### src/rtl/counter_pkg.sv
// Shared definitions for the counter family: mode constants and a width helper
// for callers that size N from a modulus.
package counter_pkg;

    localparam int CNT_WRAP = 0;
    localparam int CNT_SAT  = 1;

    // Number of bits needed to hold values 0..value-1 (minimum 1).
    function automatic int clog2(input int value);
        int w;
        w = 1;
        while ((64'd1 << w) < 64'(value)) begin
            w = w + 1;
        end
        return w;
    endfunction

endpackage

### src/rtl/mod_counter_if.sv
// Control and status bundle of one mod_counter; the master drives commands,
// the slave (the counter) drives the count and its flags.
interface mod_counter_if #(
    parameter int N = 8
);
    logic         clear;
    logic         load;
    logic [N-1:0] d;
    logic         enable;
    logic         up;
    logic [N-1:0] q;
    logic         max_tick;
    logic         min_tick;
    logic         wrap;

    modport master (
        output clear, load, d, enable, up,
        input  q, max_tick, min_tick, wrap
    );

    modport slave (
        input  clear, load, d, enable, up,
        output q, max_tick, min_tick, wrap
    );
endinterface

### src/rtl/mod_counter_next.sv
// Combinational next-count step for a modulo-MOD counter: one step up or down
// with wrap or hold at the range ends, plus the at-end flag for the direction.
module mod_counter_next
    import counter_pkg::*;
#(
    parameter int N        = 8,
    parameter int MOD      = 256,
    parameter int SATURATE = CNT_WRAP
) (
    input  logic [N-1:0] i_q,
    input  logic         i_up,
    output logic [N-1:0] o_next,
    output logic         o_at_end
);
    localparam logic [N:0] LP_MAX = (N+1)'(MOD - 1);
    localparam logic [N:0] LP_ONE = (N+1)'(1);

    logic [N:0] w_q_ext;
    logic [N:0] w_next_ext;
    logic       w_unused_msb;

    // One extra bit so MOD == 2^N never relies on natural overflow.
    assign w_q_ext  = {1'b0, i_q};
    assign o_at_end = i_up ? (w_q_ext == LP_MAX) : (w_q_ext == '0);

    always_comb begin
        w_next_ext = w_q_ext;
        if (!o_at_end) begin
            w_next_ext = i_up ? (w_q_ext + LP_ONE) : (w_q_ext - LP_ONE);
        end else if (SATURATE == CNT_WRAP) begin
            w_next_ext = i_up ? '0 : LP_MAX;
        end
    end

    assign o_next       = w_next_ext[N-1:0];
    assign w_unused_msb = w_next_ext[N];

endmodule

### src/rtl/mod_counter.sv
// Modulo-MOD up/down counter with clear, clamped load, wrap/saturate mode and
// terminal-count flags; `wrap` is meant to enable the next cascaded stage.
module mod_counter
    import counter_pkg::*;
#(
    parameter int N        = 8,
    parameter int MOD      = 256,
    parameter int SATURATE = CNT_WRAP
) (
    input  logic           clk,
    input  logic           reset,
    mod_counter_if.slave   bus
);
    localparam logic [N-1:0] LP_MAX_Q   = N'(MOD - 1);
    localparam logic         LP_WRAP_EN = (SATURATE == CNT_WRAP);

    if (MOD < 2 || 64'(MOD) > (64'd1 << N)) begin : g_bad_mod
        $error("mod_counter: MOD must satisfy 2 <= MOD <= 2**N");
    end

    logic [N-1:0] r_q;
    logic [N-1:0] w_step;
    logic         w_at_end;
    logic [N-1:0] w_load_val;
    logic [N-1:0] w_q_next;

    mod_counter_next #(
        .N        (N),
        .MOD      (MOD),
        .SATURATE (SATURATE)
    ) u_next (
        .i_q      (r_q),
        .i_up     (bus.up),
        .o_next   (w_step),
        .o_at_end (w_at_end)
    );

    // Out-of-range load values clamp to the top of the count range.
    assign w_load_val = (bus.d > LP_MAX_Q) ? LP_MAX_Q : bus.d;

    always_comb begin
        w_q_next = r_q;
        if (bus.clear) begin
            w_q_next = '0;
        end else if (bus.load) begin
            w_q_next = w_load_val;
        end else if (bus.enable) begin
            w_q_next = w_step;
        end
    end

    always_ff @(posedge clk or posedge reset) begin
        if (reset) begin
            r_q <= '0;
        end else begin
            r_q <= w_q_next;
        end
    end

    assign bus.q        = r_q;
    assign bus.max_tick = (r_q == LP_MAX_Q);
    assign bus.min_tick = (r_q == '0);
    assign bus.wrap     = LP_WRAP_EN & bus.enable & ~bus.clear & ~bus.load & w_at_end;

endmodule

### src/flat_wrapper.sv
// flat-port wrapper written by rule: the top's interface ports become plain ports
module mod_counter_flat import counter_pkg::*;
#(
    parameter int N        = 8,
    parameter int MOD      = 256,
    parameter int SATURATE = CNT_WRAP
)
  (clk, reset, bus_clear, bus_load, bus_d, bus_enable, bus_up, bus_q, bus_max_tick, bus_min_tick, bus_wrap);
  mod_counter_if #(.N(N)) bus_i ();
  input  logic clk;
  input  logic reset;
  input wire logic [$bits(bus_i.clear)-1:0] bus_clear;
  input wire logic [$bits(bus_i.load)-1:0] bus_load;
  input wire logic [$bits(bus_i.d)-1:0] bus_d;
  input wire logic [$bits(bus_i.enable)-1:0] bus_enable;
  input wire logic [$bits(bus_i.up)-1:0] bus_up;
  output wire logic [$bits(bus_i.q)-1:0] bus_q;
  output wire logic [$bits(bus_i.max_tick)-1:0] bus_max_tick;
  output wire logic [$bits(bus_i.min_tick)-1:0] bus_min_tick;
  output wire logic [$bits(bus_i.wrap)-1:0] bus_wrap;
  assign bus_i.clear = bus_clear;
  assign bus_i.load = bus_load;
  assign bus_i.d = bus_d;
  assign bus_i.enable = bus_enable;
  assign bus_i.up = bus_up;
  assign bus_q = bus_i.q;
  assign bus_max_tick = bus_i.max_tick;
  assign bus_min_tick = bus_i.min_tick;
  assign bus_wrap = bus_i.wrap;
  mod_counter #(.N(N), .MOD(MOD), .SATURATE(SATURATE)) u_core (.clk(clk), .reset(reset), .bus(bus_i));
endmodule
### config.mk
export PLATFORM = sky130hd
export DESIGN_NAME = mod_counter_flat
export DESIGN_NICKNAME = d
export VERILOG_FILES = /design/src/rtl/counter_pkg.sv /design/src/rtl/mod_counter_if.sv /design/src/rtl/mod_counter_next.sv /design/src/rtl/mod_counter.sv /design/src/flat_wrapper.sv
export SDC_FILE = /design/constraint.sdc
export NUM_CORES = 1
export LEC_CHECK = 0
export BUFFER_PORTS_ARGS = -buffer_cell sky130_fd_sc_hd__buf_2
export CAP_MARGIN = 20
export CORE_UTILIZATION = 50
export CTS_CLUSTER_SIZE = 14
export DETAILED_ROUTE_END_ITERATION = 10
export GPL_ROUTABILITY_DRIVEN = 0
export GPL_TIMING_DRIVEN = 0
export PLACE_DENSITY = 0.79
export SETUP_SLACK_MARGIN = 0.1
export SYNTH_ARGS = -nofsm -noshare
export SYNTH_HDL_FRONTEND = slang
export SYNTH_HIERARCHICAL = 1
export SYNTH_SLANG_ARGS = --single-unit
### constraint.sdc
create_clock -name clk -period 2.9 [get_ports clk]
set_input_delay 0.58 -clock clk [delete_from_list [all_inputs] [get_ports clk]]
set_output_delay 0.58 -clock clk [all_outputs]
set_load 0.02 [all_outputs]
# Word-level counts from Yosys, hierarchy flattened
# Index checks and enable logic that the tools add are counted.
[word_totals]
out_inout_bits = 11
regBits = 8
[op_classes]
muxes = 8
n_eq_ne = 1
n_lt_le_gt_ge = 1
n_addsub = 2
n_reduce_logical = 3
bitwise = 5
[ops]
columns = ["operator", "count"]
rows = [
  ["$mux 8", 7],
  ["$logic_not 9->1", 1],
  ["$add 8x1->8 const B", 1],
  ["$eq 8x8->1 const B", 1],
  ["$gt 8x8->1 const B", 1],
  ["$logic_not 8->1", 1],
  ["$sub 8x1->8 const B", 1],
  ["$and 1x1->1", 3],
  ["$reduce_bool 3->1", 1],
  ["$not 1->1", 2],
  ["$mux 1", 1],
]

# Longest topological paths before layout
# Gate-level depths: netlist of the first run.
[logic_depth]
ltp_word = 6
depth_mapped = 8
mapped_depth_nobuf = 8

# Modules after synthesis
# The synthesis of the first run kept the hierarchy.
[modules_own_cells]
columns = ["mod", "area_each_um2", "n_inst", "cells_each"]
rows = [
  ["mod_counter", 456.7, 1, 45],
  ["mod_counter_next", 389.1, 1, 56],
]

# Worst setup path before layout of the first run
# Ideal clock, no wire load.
[synth_path]
kind = "input port to flip-flop"
start = "in bus_up"
end = "reg u_core.r_q[7] (netlist: u_core/bus.q[7])"
setup_ns = 0.094
stages = 8
slack_ns = 0.579
t_arrival_ns = 2.227
path_cell_list = "inv_1 > ha_1 > a211oi_2 > nor3_1 > or4b_1 > o211ai_2 > mux2i_1 > a211oi_1"
[synth_via]
elab_chain_cells = 5
elab_cells_between_ends = 7
[synth_lines]
columns = ["element", "line", "rtl"]
rows = [
  ["from (decl)", "flat_wrapper.sv:16", "input wire logic [$bits(bus_i.up)-1:0] bus_up;"],
  ["$mux 8 (tied with other cells)", "mod_counter_next.sv:29", "w_next_ext = i_up ? (w_q_ext + LP_ONE) : (w_q_ext - LP_ONE);"],
  ["$mux 8 (*)", "mod_counter_next.sv:28", "if (!o_at_end) begin"],
  ["via u_core.w_step[7]", "mod_counter.sv:22", "logic [N-1:0] w_step;"],
  ["$mux 8 (*)", "mod_counter.sv:47", "end else if (bus.enable) begin"],
  ["$mux 8 (*)", "mod_counter.sv:45", "end else if (bus.load) begin"],
  ["$mux 8 (*)", "mod_counter.sv:43", "if (bus.clear) begin"],
  ["to (signal assigned)", "mod_counter.sv:56", "r_q <= w_q_next;"],
  ["to (decl)", "mod_counter.sv:21", "logic [N-1:0] r_q;"],
]
# Mark *: on every way through the listed nets, which the timed path passes. The rest lies on a longest branch. The select of a mux whose other input is x is not followed.
# A chain may end at the register's enable or synchronous reset.

# Worst setup path after layout of the first run
# Ends and elaborated chain as after synthesis.

==> results of run 1 <==
==> power groups by stage <==
stage	Combinational (mW)	Clock, mW	Sequential [mW]
after global placement	0.173	0	0.145
after floorplan	0.124	0	0.153
after detailed placement	0.178	0	0.146
after CTS	0.179	0.0861	0.144
final	0.181	0.0844	0.144
after global routing	0.202	0.0941	0.147
==> layer usage <==
metal  vias up  global-route usage  routed length [um]
met2        35               0.424                1030
met4         0              0.0788                   0
met1       404               0.302                 890
met3         0              0.0426                 125
li1        436                   -                   -
met5         -                   0                   0
==> cells by family (layout without fill, tap and decap cells) <==
family                   after synthesis  in the layout  share of synthesized area
AND/OR/NAND/NOR                       39             39                      0.251
AO/OA/AOI/OAI                         29             29                      0.238
flip-flops                             8              8                      0.237
adder cells (fa/ha/maj)                7              7                      0.112
multiplexers                           8              8                     0.0947
buffers and inverters                  7             31                     0.0355
XOR/XNOR                               3              3                     0.0311
==> per-stage QoR <==
step,setup slack (ns),utilization,cells
floorplan,0.579,-,101
global placement,0.283,0.630,138
detailed placement,0.159,0.630,138
CTS,0.418,0.644,141
global route,0.247,0.644,141
finish,0.384,0.644,141
==> placed cells by master, fill, tap and decap left out, types with 3 or more instances in the layout <==
| cell type | n |
|---|---|
| sky130_fd_sc_hd__a211oi_1 | 11 |
| sky130_fd_sc_hd__a21oi_1 | 4 |
| sky130_fd_sc_hd__buf_2 | 21 |
| sky130_fd_sc_hd__clkbuf_4 | 3 |
| sky130_fd_sc_hd__dfrtp_1 | 8 |
| sky130_fd_sc_hd__ha_1 | 6 |
| sky130_fd_sc_hd__inv_1 | 3 |
| sky130_fd_sc_hd__mux2i_1 | 8 |
| sky130_fd_sc_hd__nand2_1 | 6 |
| sky130_fd_sc_hd__nand4_1 | 4 |
| sky130_fd_sc_hd__nor2_1 | 6 |
| sky130_fd_sc_hd__nor2b_1 | 8 |
| sky130_fd_sc_hd__nor3_1 | 4 |
| sky130_fd_sc_hd__o21ai_0 | 6 |
| sky130_fd_sc_hd__o31ai_1 | 3 |
==> final cells by class <==
class                           count  share of cell area
Timing Repair Buffer               21               0.106
Multi-Input combinational cell     86               0.620
Clock buffer                        3              0.0227
Sequential cell                     8               0.202
Buffer                              3              0.0151
Tap cell                           16              0.0202
Inverter                            4              0.0151
==> worst max-delay path by stage <==
stage | startpoint | end | slack, ns | cells after the start
final | bus_up | u_core/bus.q[7] | 0.38 | 9
after global routing | bus_up | u_core/bus.q[7] | 0.25 | 9
after CTS | bus_up | u_core/bus.q[7] | 0.42 | 9
after detailed placement | bus_up | u_core/bus.q[7] | 0.16 | 9
after global placement | bus_up | u_core/bus.q[7] | 0.28 | 9
after floorplan | bus_up | u_core/bus.q[7] | 0.58 | 8
==> worst register-to-register path: stages (launching register included) <==
cell and delay (ns):
sky130_fd_sc_hd__dfrtp_1 0.47, sky130_fd_sc_hd__ha_1 0.36, sky130_fd_sc_hd__a211oi_2 0.28, sky130_fd_sc_hd__nor3_1 0.12
sky130_fd_sc_hd__or4b_1 0.53, sky130_fd_sc_hd__o211ai_2 0.09, sky130_fd_sc_hd__mux2i_1 0.10, sky130_fd_sc_hd__a211oi_1 0.29
==> results.cfg, run 1 <==
[status]
run_status = complete, no violations

[synthesis]
post_synth_instance_area_um2 = 846
synth_most_common_cell = sky130_fd_sc_hd__a211oi_1
yosysWarnings = 6
post_synth_main_area_contributors = sky130_fd_sc_hd__dfrtp_1 (24%), sky130_fd_sc_hd__a211oi_1 (9.8%), sky130_fd_sc_hd__mux2i_1 (9.5%), sky130_fd_sc_hd__ha_1 (8.9%), sky130_fd_sc_hd__nor2b_1 (5.9%)
synth_enable_flop_cells = 0
portion_of_synthesized_cell_area_occupied_by_the_leading_cell_type = 0.237
async_reset_ff_frac = 1.00
postSynth.topFlopCell = sky130_fd_sc_hd__dfrtp_1
postSynthRegisterBits = 8
mappedNetlistNets = 122
synth_seq_area_share = 0.237
synthTopCellsByCount = sky130_fd_sc_hd__a211oi_1 (11), sky130_fd_sc_hd__dfrtp_1 (8), sky130_fd_sc_hd__mux2i_1 (8), sky130_fd_sc_hd__nor2b_1 (8)
synth_cell_type_count = 31
post-synth-top-area-cell = sky130_fd_sc_hd__dfrtp_1
postSynthCellCount = 101
syn_area_per_cell_um2 = 8.37

[setup_path]
timing.critical_path.from_type = input port
critical_path_peak_fanout = 8
crit_path_cell_trace = buf_2 > inv_1 > ha_1 > a211oi_2 > nor3_1 > or4b_1 > o211ai_2 > mux2i_1 > a211oi_1
worst_ep_arrival_time_ns = 2.66
worst_r2r_endpoint = u_core/bus.q[7]
reg2regPathDepth = 7
path_class = in2reg
critPathMaxStageDelay_ns = 0.53
critical_path.endpoint_type = flop
critPathBufInv = 2
critPathSlowestCell = sky130_fd_sc_hd__or4b_1
ff2ff_setup_slack_ns = 0.56
worst_ep_required_time_ns = 3.04
timing.critical_path.max_delay_family = compound AO/OA/AOI/OAI gates
r2r_start = u_core/bus.q[1]

[grt]
grt_overflow_total = 0
via_count_of_the_first_global_routing_pass = 827
grt_first_pass_wirelength_um = 3510
antenna_found_initial = 0
pin_count_of_the_biggest_net_entering_global_routing = 11
grt_usage = 0.244

[clocking]
cts_hold_buffers = 0
clock_tree.root_cell = sky130_fd_sc_hd__clkbuf_4
cts_htree_levels = 1
cts_max_path_buffers = 2
cts.sinks = 8
tritoncts = yes
cts_buffers = 3
insertion_delay_ns = 0.25
cts.reportedPaths.clkPinSlew_ns = 0.05
postCtsSetupRepairBufs = 0
post_cts.resized_instances = 0

[job]
max_cap_violation_count = 0

[floorplan]
die_width_um = 43.1
coreArea_um2 = 1540
start_util = 0.549
count_of_standard_cell_rows = 14
die-height_um = 43.1
floorplan.die_area_um2 = 1860
design.portCount = 25

[power]
pwr-share-comb = 0.441
p_clk_frac = 0.206
finalPower_uw = 409
power.net_switching_uw = 159
power_switching_share = 0.390
power.static_leakage_nw = 0.482
power_density_nw_per_um2 = 412
power_frac_seq = 0.352
max-vdd-ir-drop_v = 0.000259
power_report.internal_total_uw = 250

[final_layout]
multi_input_comb_area_um2 = 616
diode_count = 0
largest_register_ffs = 8
layout.filler_cells = 143
final_layout_size_suffix_gt1_frac = 0.248
area.sequential_um2 = 200
finalNetCount = 148
area_growth_pct = 17.5
design_area_um2 = 993

[routing]
initialDrtViolationCount = 25
viasPerCell = 6.21
avgRoutedWirePerCell_um = 14.5
drcViolationCount = 0
detail_route.wirelength_um = 2040
drt.antenna.violating_nets = 0
firstDrtPassIters = 4
via_count = 875

[sta]
worst_hold_slack_across_all_endpoints_ns = 0.267
final_min_period_over_clock_period = 0.868
worstMarginPinSlew_ns = 0.571
period_minus_slack_ns = 2.52
hold_viol_final = 0
slew_headroom = 0.616
fin_worst_skew_ns = 0.00210
fin_tns_setup_ns = 0
setup_violations = 0
report.final.slew_viol_count = 0
unrepaired_setup_endpoints_after_global_routing = no
fmax_mhz = 397

[place]
portBuffers = 21
placed_instance_area_um2 = 971
post-dp-hpwl_um = 1570

[worst_hold_path]
min-delay-path-class = in2async
Note: power is estimated with default switching activity, not from simulation.
==> inputs of run 2 (changes only) <==
CAP_MARGIN = 30   (was 20)
CORE_UTILIZATION = 30   (was 50)
PLACE_DENSITY = 0.52   (was 0.79)
==> results.cfg, run 2 (synthesized netlist as in run 1, its figures left out) <==
[setup_path]
path_class = reg2out
timing.critical_path.from_type = flop
worst_ep_required_time_ns = 2.32
critical_path_peak_fanout = 8
critical_path.endpoint_type = output pin
worst_ep_arrival_time_ns = 1.95

[floorplan]
die-height_um = 55.1
start_util = 0.329
design.portCount = 25
coreArea_um2 = 2570
count_of_standard_cell_rows = 18
floorplan.die_area_um2 = 3040
die_width_um = 55.1

[power]
max-vdd-ir-drop_v = 0.000328
power_density_nw_per_um2 = 406
power.static_leakage_nw = 0.482

[job]
max_cap_violation_count = 0

[clocking]
clock_tree.root_cell = sky130_fd_sc_hd__clkbuf_4
insertion_delay_ns = 0.25
post_cts.resized_instances = 0
cts_htree_levels = 1
postCtsSetupRepairBufs = 0
cts.sinks = 8
cts.reportedPaths.clkPinSlew_ns = 0.05
cts_hold_buffers = 0
cts_buffers = 3
cts_max_path_buffers = 2
tritoncts = yes

[final_layout]
utilization = 0.394
area_growth_pct = 19.5
diode_count = 0
layout.cells.most_common_list = sky130_fd_sc_hd__buf_2 (21), sky130_fd_sc_hd__a211oi_1 (11), sky130_fd_sc_hd__mux2i_1 (8), sky130_fd_sc_hd__nor2b_1 (8), sky130_fd_sc_hd__dfrtp_1 (8)
finish.cell_count_without_fillers = 155
multi_input_comb_area_um2 = 616
layout.filler_cells = 282
final_layout_size_suffix_gt1_frac = 0.248
finalNetCount = 148
area.sequential_um2 = 200
largest_register_ffs = 8
design_area_um2 = 1010
final_common_cell = sky130_fd_sc_hd__buf_2

[status]
run_status = complete, no violations

[routing]
detail_route.wirelength_um = 2250
firstDrtPassIters = 4
via_count = 864
drt.antenna.violating_nets = 0
viasPerCell = 5.57
drcViolationCount = 0
avgRoutedWirePerCell_um = 14.5
initialDrtViolationCount = 18

[sta]
period_minus_slack_ns = 2.53
slew_headroom = 0.614
report.final.slew_viol_count = 0
unrepaired_setup_endpoints_after_global_routing = no
fmax_mhz = 395
worstMarginPinSlew_ns = 0.574
hold_viol_final = 0
fin_worst_skew_ns = 0.00138
fin_tns_setup_ns = 0
final_min_period_over_clock_period = 0.873
setup_violations = 0

[place]
portBuffers = 21
post-dp-hpwl_um = 1750
placed_instance_area_um2 = 988
placed_cells_incl_taps = 152

[grt]
grt.busiest_layer = met2
grt_overflow_total = 0
gr-usage-met3 = 0.0574
pin_count_of_the_biggest_net_entering_global_routing = 11
via_count_of_the_first_global_routing_pass = 732
grt_usage = 0.161
grt_first_pass_wirelength_um = 3370
gr-usage-met1 = 0.205
antenna_found_initial = 0
grt_use_met2 = 0.265

[worst_hold_path]
min-delay-path-class = in2async
-- run 2: cell counts in the layout (fill, tap and decap cells not counted) --
No cell type changed its count.
-- run 2: worst max-delay path: stages (launching register included) --
cell and delay (ns):
sky130_fd_sc_hd__dfrtp_1 0.47, sky130_fd_sc_hd__nor4_1 0.34, sky130_fd_sc_hd__nand4_1 0.36, sky130_fd_sc_hd__nand2_1 0.15
sky130_fd_sc_hd__nand2_1 0.07, sky130_fd_sc_hd__nor3_1 0.13, sky130_fd_sc_hd__buf_2 0.19
-- run 2: metal layers --
layer,wire (um),vias up
met5,0,-
met4,0,0
met1,1040,409
met3,97,0
met2,1120,20
li1,-,435
-- run 2: final timing paths --
| kind | startpoint | end | slack [ns] | cells past startpoint |
|---|---|---|---|---|
| min in group clk | bus_d[3] | u_core/bus.q[3] | 0.61 | 3 |
| hold / removal | reset | u_core/bus.q[1] | 0.26 | 2 |
| max in group asynchronous | reset | u_core/bus.q[0] | 2.41 | 2 |
| hold reg to reg | u_core/bus.q[2] | u_core/bus.q[2] | 0.75 | 2 |
| setup / recovery | u_core/bus.q[5] | bus_wrap | 0.37 | 6 |
| setup reg to reg | u_core/bus.q[0] | u_core/bus.q[6] | 0.61 | 7 |
-- run 2: through the flow --
| stage | power, mW | hold slack (ns) | setup slack, ns |
|---|---|---|---|
| 2_1_floorplan | 0.277 | 0.396 | 0.579 |
| 3_3_place_gp | 0.324 | 0.538 | 0.261 |
| 3_5_place_dp | 0.328 | 0.547 | 0.224 |
| 4_1_cts | 0.415 | 0.276 | 0.408 |
| 5_1_grt | 0.447 | 0.289 | 0.241 |
| 6_report | 0.411 | 0.261 | 0.369 |
-- run 2: where the power goes --
group | internal [mW] | total [mW] | switching [mW]
sequential | 0.122 | 0.145 | 0.0236
combinational | 0.0806 | 0.180 | 0.0996
clock | 0.0474 | 0.0852 | 0.0379
-- run 2: final cells by class --
| type | count | share of cell area |
|---|---|---|
| sequential | 8 | 0.198 |
| tap | 30 | 0.0371 |
| buffer | 3 | 0.0149 |
| clock buffer | 3 | 0.0223 |
| multi-input combinational | 86 | 0.609 |
| inverter | 4 | 0.0149 |
| timing repair buffer | 21 | 0.104 |
==> inputs of run 3 (changes only) <==
CORE_UTILIZATION = 49   (was 30)
PLACE_DENSITY = 0.78   (was 0.52)
SYNTH_HIERARCHICAL = unset   (was 1)
clock period = 2.7 ns   (was 2.9 ns; I/O delays follow)
==> results.cfg, run 3 <==
[sta]
setup_violations = 0
hold_viol_final = 0
report.final.slew_viol_count = 0
worstMarginPinSlew_ns = 0.901
unrepaired_setup_endpoints_after_global_routing = no
fmax_mhz = 410
final_min_period_over_clock_period = 0.903
setup_ws_ns = 0.262
period_minus_slack_ns = 2.44
fin_worst_skew_ns = 0.00477
slew_headroom = 0.392
fin_tns_setup_ns = 0

[floorplan]
die_width_um = 41.8
count_of_standard_cell_rows = 13
start_util = 0.560
design.portCount = 25
coreArea_um2 = 1380
floorplan.die_area_um2 = 1740
die-height_um = 41.8

[place]
portBuffers = 24
placed_instance_area_um2 = 913
placed_cells_incl_taps = 133
post-dp-hpwl_um = 1610
placement.setup.worst_slack_ns = 0.373

[clocking]
cts_buffers = 3
tritoncts = yes
postCtsSetupRepairBufs = 0
post_cts.resized_instances = 0
clock_tree.root_cell = sky130_fd_sc_hd__clkbuf_4
cts_hold_buffers = 0
cts.sinks = 8
insertion_delay_ns = 0.27
cts.reportedPaths.clkPinSlew_ns = 0.06
cts_max_path_buffers = 2
cts_htree_levels = 1

[setup_path]
ff2ff_setup_slack_ns = 0.71
crit_path_start = u_core.bus.q[1]
critical_path_peak_fanout = 6
critical_path.endpoint_type = output pin
worst_ep_arrival_time_ns = 1.90
worst_r2r_endpoint = u_core.bus.q[6]
worst_ep_required_time_ns = 2.16
path_class = reg2out
reg2regPathDepth = 7
timing.critical_path.from_type = flop
r2r_start = u_core.bus.q[0]

[routing]
avgRoutedWirePerCell_um = 15.7
drt.antenna.violating_nets = 0
viasPerCell = 6.21
firstDrtPassIters = 4
drcViolationCount = 0
via_count = 844
detail_route.wirelength_um = 2130
initialDrtViolationCount = 26

[grt]
antenna_found_initial = 0
via_count_of_the_first_global_routing_pass = 819
grt_usage = 0.269
pin_count_of_the_biggest_net_entering_global_routing = 11
grt_overflow_total = 0
grt_first_pass_wirelength_um = 3590

[synthesis]
synthTopCellsByCount = sky130_fd_sc_hd__a21oi_1 (11), sky130_fd_sc_hd__nor2_1 (9), sky130_fd_sc_hd__dfrtp_1 (8)
postSynthCellCount = 94
synthAdderAreaFrac = 0.123
syn_area_per_cell_um2 = 8.24
portion_of_synthesized_cell_area_occupied_by_the_leading_cell_type = 0.258
synth_cell_type_count = 34
synth_seq_area_share = 0.258
post-synth-top-area-cell = sky130_fd_sc_hd__dfrtp_1
async_reset_ff_frac = 1.00
synth_compound_area_frac = 0.292
synth_simple_gate_area_frac = 0.237
postSynth.topFlopCell = sky130_fd_sc_hd__dfrtp_1
muxShareOfSynthArea = 0
synth_xor_xnor_area_share = 0.0452
mappedNetlistNets = 115
synth_most_common_cell = sky130_fd_sc_hd__a21oi_1
postSynthRegisterBits = 8
post_synth_instance_area_um2 = 774
synth_enable_flop_cells = 0
post_synth_main_area_contributors = sky130_fd_sc_hd__dfrtp_1 (26%), sky130_fd_sc_hd__ha_1 (9.7%), sky130_fd_sc_hd__a21oi_1 (7.1%), sky130_fd_sc_hd__a211oi_1 (5.8%), sky130_fd_sc_hd__a21o_1 (4.8%)
yosysWarnings = 0
dominant_combinational_cell_family_by_area_after_synthesis = compound AO/OA/AOI/OAI gates

[final_layout]
finalNetCount = 144
design_area_um2 = 936
final_common_cell = sky130_fd_sc_hd__buf_2
finish.cell_count_without_fillers = 136
diode_count = 0
final_layout_size_suffix_gt1_frac = 0.248
area_growth_pct = 20.8
largest_register_ffs = 8
layout.cells.most_common_list = sky130_fd_sc_hd__buf_2 (24), sky130_fd_sc_hd__a21oi_1 (11), sky130_fd_sc_hd__nor2_1 (9)

[power]
finalPower_uw = 435
power.static_leakage_nw = 0.489
power_density_nw_per_um2 = 465
max-vdd-ir-drop_v = 0.000261

[worst_hold_path]
min-delay-path-class = in2async

[status]
run_status = complete, no violations

[job]
max_cap_violation_count = 0
## run 3: report_power, final
part	total, mW	leakage [nW]	internal, mW	switching (mW)
logic	0.180	0.371	0.0750	0.105
registers	0.151	0.105	0.132	0.0186
clock network	0.104	0.0138	0.0516	0.0524
total	0.435	0.489	0.259	0.176
## run 3: logic make-up after synthesis
kind of cell / count (synthesis)
AO/OA/AOI/OAI: 35
AND/OR/NAND/NOR: 31
buffers and inverters: 9
flip-flops: 8
adder cells (fa/ha/maj): 7
XOR/XNOR: 4
## run 3: area by class of cell
class,count,area (um2)
plain buffers,2,7.51
clock buffers,3,22.5
fillers,117,447
inverters,7,26.3
multi-input cells,77,541
flip-flops and latches,8,200
well taps,15,18.8
repair buffers,24,120
## run 3: layer usage
metal / GRT usage / wire length, um
met1: 0.314 / 965
met2: 0.456 / 1020
met3: 0.0478 / 84
met4: 0.155 / 66
met5: 0 / 0
## run 3: worst max path at each step
stage / end / slack [ns]
2_1_floorplan: bus_wrap / 0.62
3_3_place_gp: u_core.bus.q[7] / 0.40
3_5_place_dp: u_core.bus.q[7] / 0.37
4_1_cts: bus_wrap / 0.26
5_1_grt: bus_wrap / 0.19
6_report: bus_wrap / 0.26
## run 3: per-stage QoR
stage,util,hold WS (ns)
floorplan,-,0.356
global placement,0.661,0.509
detailed placement,0.661,0.514
CTS,0.677,0.228
global route,0.677,0.246
finish,0.677,0.217
## run 3: worst max-delay path, cell delays in order (launching register included)
cell                      delay (ns)
sky130_fd_sc_hd__dfrtp_1        0.43
sky130_fd_sc_hd__or4_1          0.63
sky130_fd_sc_hd__nor3_4         0.23
sky130_fd_sc_hd__o211a_1        0.19
sky130_fd_sc_hd__buf_2          0.16
